`config.mk`:
```
export PLATFORM = sky130hd
export DESIGN_NAME = regfile_scrub
export DESIGN_NICKNAME = d
export VERILOG_FILES = /design/src/rtl/regfile_scrub.sv
export SDC_FILE = /design/constraint.sdc
export NUM_CORES = 2
export LEC_CHECK = 0
export ABC_AREA = 0
export CAP_MARGIN = 20
export CORE_MARGIN = 5
export CORE_UTILIZATION = 49
export CTS_BUF_LIST = sky130_fd_sc_hd__clkbuf_2 sky130_fd_sc_hd__clkbuf_4 sky130_fd_sc_hd__clkbuf_8
export DETAILED_ROUTE_END_ITERATION = 8
export MAX_ROUTING_LAYER = met4
export PLACE_DENSITY = 0.67
export SYNTH_ARGS = -nofsm -noshare
export SYNTH_HDL_FRONTEND = slang
export SYNTH_SLANG_ARGS = --single-unit
export TNS_END_PERCENT = 50
```
`constraint.sdc`:
```
create_clock -name CLK -period 6.1 [get_ports CLK]
set_input_delay 1.22 -clock CLK [delete_from_list [all_inputs] [get_ports CLK]]
set_output_delay 1.22 -clock CLK [all_outputs]
set_load 0.005 [all_outputs]
```
`src/rtl/regfile_scrub.sv`:
```
// regfile_scrub: parametrised 2-read/1-write register file for the multi-cycle CPU.
//   - optional hard-wired zero register, optional write-to-read bypass
//   - per-register pending scoreboard (set on issue, cleared on writeback)
//   - sequential scrub engine clearing one entry per cycle while Busy is high
// Ports:
//   CLK, CLR                 clock, asynchronous active-low reset
//   ReadRegA/B -> ReadDataA/B combinational read ports
//   WriteReg, WriteData, WE  writeback port (WE also clears the pending bit)
//   IssueReg, IssueValid     marks a destination register pending
//   PendA/B                  combinational pending status of ReadRegA/B
//   ClrReq -> Busy           scrub request / scrub in progress
module regfile_scrub #(
   parameter int unsigned DATA_W   = 32,
   parameter int unsigned ADDR_W   = 5,
   parameter int unsigned ZERO_REG = 1,
   parameter int unsigned BYPASS   = 1
) (
   input  logic              CLK,
   input  logic              CLR,
   input  logic [ADDR_W-1:0] ReadRegA,
   input  logic [ADDR_W-1:0] ReadRegB,
   output logic [DATA_W-1:0] ReadDataA,
   output logic [DATA_W-1:0] ReadDataB,
   input  logic [ADDR_W-1:0] WriteReg,
   input  logic [DATA_W-1:0] WriteData,
   input  logic              WE,
   input  logic [ADDR_W-1:0] IssueReg,
   input  logic              IssueValid,
   output logic              PendA,
   output logic              PendB,
   input  logic              ClrReq,
   output logic              Busy
);

   localparam int unsigned DEPTH = 2 ** ADDR_W;
   localparam logic        HAS_ZERO = (ZERO_REG != 0);
   localparam logic        HAS_BYP  = (BYPASS != 0);

   localparam logic [0:0] IDLE  = 1'b0;
   localparam logic [0:0] SCRUB = 1'b1;

   logic [0:0]        state;
   logic [0:0]        stateNxt;
   logic [ADDR_W-1:0] scrubCnt;
   logic [DATA_W-1:0] mem [DEPTH];
   logic [DEPTH-1:0]  pend;

   logic isIdle;
   logic lastEntry;
   logic wrEn;
   logic issueEn;
   logic zeroA, zeroB;
   logic bypA, bypB;

   assign isIdle    = (state == IDLE);
   assign lastEntry = (scrubCnt == ADDR_W'(DEPTH - 1));
   // Writes and issues only land in IDLE; the zero register is never touched.
   assign wrEn      = isIdle && WE && !(HAS_ZERO && (WriteReg == '0));
   assign issueEn   = isIdle && IssueValid && !(HAS_ZERO && (IssueReg == '0));

   // State register
   always_ff @(posedge CLK or negedge CLR) begin
      if (!CLR) state <= IDLE;
      else      state <= stateNxt;
   end

   // Next-state logic
   always_comb begin
      stateNxt = state;
      case (state)
         IDLE:    if (ClrReq)    stateNxt = SCRUB;
         SCRUB:   if (lastEntry) stateNxt = IDLE;
         default: stateNxt = IDLE;
      endcase
   end

   // Array, scoreboard and scrub counter
   always_ff @(posedge CLK or negedge CLR) begin
      if (!CLR) begin
         for (int unsigned i = 0; i < DEPTH; i++) mem[i] <= '0;
         pend     <= '0;
         scrubCnt <= '0;
      end else if (state == SCRUB) begin
         mem[scrubCnt]  <= '0;
         pend[scrubCnt] <= 1'b0;
         // Natural wrap leaves the counter at 0 for the next scrub.
         scrubCnt       <= scrubCnt + ADDR_W'(1);
      end else begin
         if (wrEn) begin
            mem[WriteReg]  <= WriteData;
            pend[WriteReg] <= 1'b0;
         end
         // Issue after writeback so a same-register issue wins.
         if (issueEn) pend[IssueReg] <= 1'b1;
         scrubCnt <= '0;
      end
   end

   // Read ports: zero register, then bypass, then array
   assign zeroA = HAS_ZERO && (ReadRegA == '0);
   assign zeroB = HAS_ZERO && (ReadRegB == '0);
   assign bypA  = HAS_BYP && isIdle && WE && (WriteReg == ReadRegA);
   assign bypB  = HAS_BYP && isIdle && WE && (WriteReg == ReadRegB);

   always_comb begin
      ReadDataA = mem[ReadRegA];
      ReadDataB = mem[ReadRegB];
      PendA     = pend[ReadRegA];
      PendB     = pend[ReadRegB];
      if (zeroA) begin
         ReadDataA = '0;
         PendA     = 1'b0;
      end else if (bypA) begin
         ReadDataA = WriteData;
         PendA     = 1'b0;
      end
      if (zeroB) begin
         ReadDataB = '0;
         PendB     = 1'b0;
      end else if (bypB) begin
         ReadDataB = WriteData;
         PendB     = 1'b0;
      end
   end

   // Busy is a direct decode of the state flop
   assign Busy = (state == SCRUB);

endmodule

```
==> reports/qor.yml <==
power_leakage_uw: 0.0274
endpoint: "ReadDataB[11]"
reg2reg_from: "Busy"
synthesis.area_um2: 55100
synth_warnings: 0
die_area_um2: 119000
cap_violations: 0
path_class: "in2out"
finalCriticalPeriod_ns: 6.14
ctsHoldBuffers: 0
cts.path.max_buffers: 3
most-common-layout-cells: "1,062 x dfrtp_1, 1,029 x a22o_1, 501 x mux4_2"
globalplace.congestion: 0.936
ios: 124
status: "finished, violations left"
avgSynthCellArea_um2: 13.8
tightest_slew_ns: 1.27
cts_setup_buffers: 0
grt_start_max_net_pins: 125
area_delta_synth_final_pct: 13.4
placedInstanceArea_um2: 58600
clock.fmax_ghz: 0.163
setup-violations-final: 12
ys_async_sr_fraction_pct: 100
fin_worst_hold_slack_ns: 0.404
portBuffers: 123
htreeDepth: 4
post-place-ws_ns: 0.248
design_power_total_uw: 18600
core_um2: 112000
drt_wl_total_um: 216000
gr-total-overflow: 0
syn_inst: 3980
peakVddDrop_mv: 0.205
cts_made_buffers: 176
rsz0062_at_grt: "no"
startpoint: "WriteReg[2]"
clk_pin_slew_ns: 0.06
synth_edf_count: 0
drive_gt1_share_pct: 28.9
start_util_pct: 49.2
violations: "negative setup slack"
design_area_um2: 62500
max-slew-margin-rel_pct: 15.3
nets: 4052
end_kind: "primary output"
drc: 0
row_count: 123
drt-initial-drc-count: 6638
synthFlopType: "dfrtp_1"
hpwl_um: 128000
cts.sinks: 1062
worstSkewPairLatency_ns: 0.88
hold_violations: 0
slew_viol_final: 0
fin_crit_sh_pct: 101
vias_per_cell: 7.67
num_vias: 43300
ys_seq_area_share_pct: 48.3
critPathLaunchType: "input port"
power_density_nw_per_um2: 298
cts.repair.resized: 0
setup-tns-final_ns: -0.255
cp.arrival_ns: 4.92
clock-root-buffer: "clkbuf_8"
antenna_found_initial: 10
final_common_cell: "dfrtp_1"
cts_tree: "done"
grt_pass1_vias: 44100
reg2reg_depth: 7
r2r_slack_ns: 2.76
crit_fanout: 12
die-height_um: 345
wl_per_cell_um: 38.3
r2r-end: "mem[478]"
die_w_um: 345
hold_path_class: "in2async"
fin_skew_ns: 0.0326
postRouteAntennaNets: 0
first_pass_iters: 5
synth-seq-cells: 1062
fin_ws_ns: -0.0408
grt_pass1_wl_um: 312000
grt_use_total_pct: 36.6
crit_required_ns: 4.88
syn_nets: 4042
synth_cell_types: 60
registers in the layout, summed over array words and instances (netlist names):
name / count
scrubCnt: 5
Busy: 1
mem: 1024
pend: 32
final cells by class:
cell class / count / area (um^2)
Fill cell: 9056 / 49600
Multi-Input combinational cell: 2386 / 26700
Sequential cell: 1062 / 26600
Clock buffer: 278 / 3490
Timing Repair Buffer: 359 / 3390
Tap cell: 1500 / 1880
Clock inverter: 39 / 338
Antenna cell: 11 / 27.5
Inverter: 5 / 18.8
power breakdown:
group / internal (uW) / switching, uW
Sequential: 7620 / 487
Combinational: 1420 / 2200
Clock: 3800 / 3070
worst max-delay path, cell delays in order:
cell             delay, ns
clkdlybuf4s50_1       0.65
xor2_1                0.26
nor4_1                0.97
and3_1                0.67
buf_4                 0.32
nor3_1                0.08
a32o_1                0.26
clkdlybuf4s50_1       0.47
worst min-delay path by stage:
| stage | start | endpoint | cells past startpoint |
|---|---|---|---|
| detailed placement | pend[14] | pend[14] | 2 |
| global route | CLR | mem[476] | 1 |
| CTS | CLR | mem[346] | 1 |
| floorplan | pend[14] | pend[14] | 2 |
| global placement | pend[14] | pend[14] | 2 |
| finish | CLR | mem[476] | 1 |
routing by layer:
layer	vias to the layer above	global-route usage, %	wire length [um]
met2	3870	49.0	90200
li1	16300	-	-
met4	0	20.7	14800
met1	22300	47.3	77700
met5	-	-	0
met3	898	14.5	33300
kinds of logic (layout without fill, tap and decap cells):
family | Yosys count | after routing | synth area share (%)
compound gates | 1378 | 1378 | 20.8
xor+xnor | 12 | 12 | 0.191
fa+ha+maj | 5 | 5 | 0.114
buf+inv | 532 | 681 | 4.25
flops | 1062 | 1062 | 48.3
mux | 611 | 611 | 22.6
other cells | 0 | 11 | 0
simple gates | 380 | 380 | 3.81
Yosys cell counts, drive strengths merged (7+ instances only):
master / count / area share (%)
a22o: 1029 / 16
mux2: 52 / 1.1
clkbuf: 345 / 2.4
nand2: 52 / 0.35
xnor2: 7 / 0.11
o211a: 9 / 0.16
nor2b: 18 / 0.20
o221ai: 13 / 0.21
mux2i: 58 / 1.1
buf: 182 / 1.9
nand2b: 18 / 0.22
nor3b: 9 / 0.12
a21oi: 55 / 0.50
and2: 45 / 0.51
a22oi: 103 / 1.4
nor2: 71 / 0.53
dfrtp: 1062 / 48
mux4: 501 / 20
a32o: 13 / 0.24
or4: 11 / 0.16
a31oi: 10 / 0.11
a211oi: 21 / 0.29
o22ai: 69 / 0.78
nand3: 40 / 0.36
nor4: 10 / 0.20
o21ai: 30 / 0.27
nand4: 9 / 0.10
nor3: 70 / 0.71
a221o: 10 / 0.18
through the flow:
step | utilization (%) | instances
after detailed placement | 52.3 | 5311
after global routing | 55.8 | 5639
final | 55.8 | 5640
after CTS | 55.7 | 5628
after global placement | 52.2 | 5309
after floorplan | - | 3980
(Power assumes the default switching activity.)
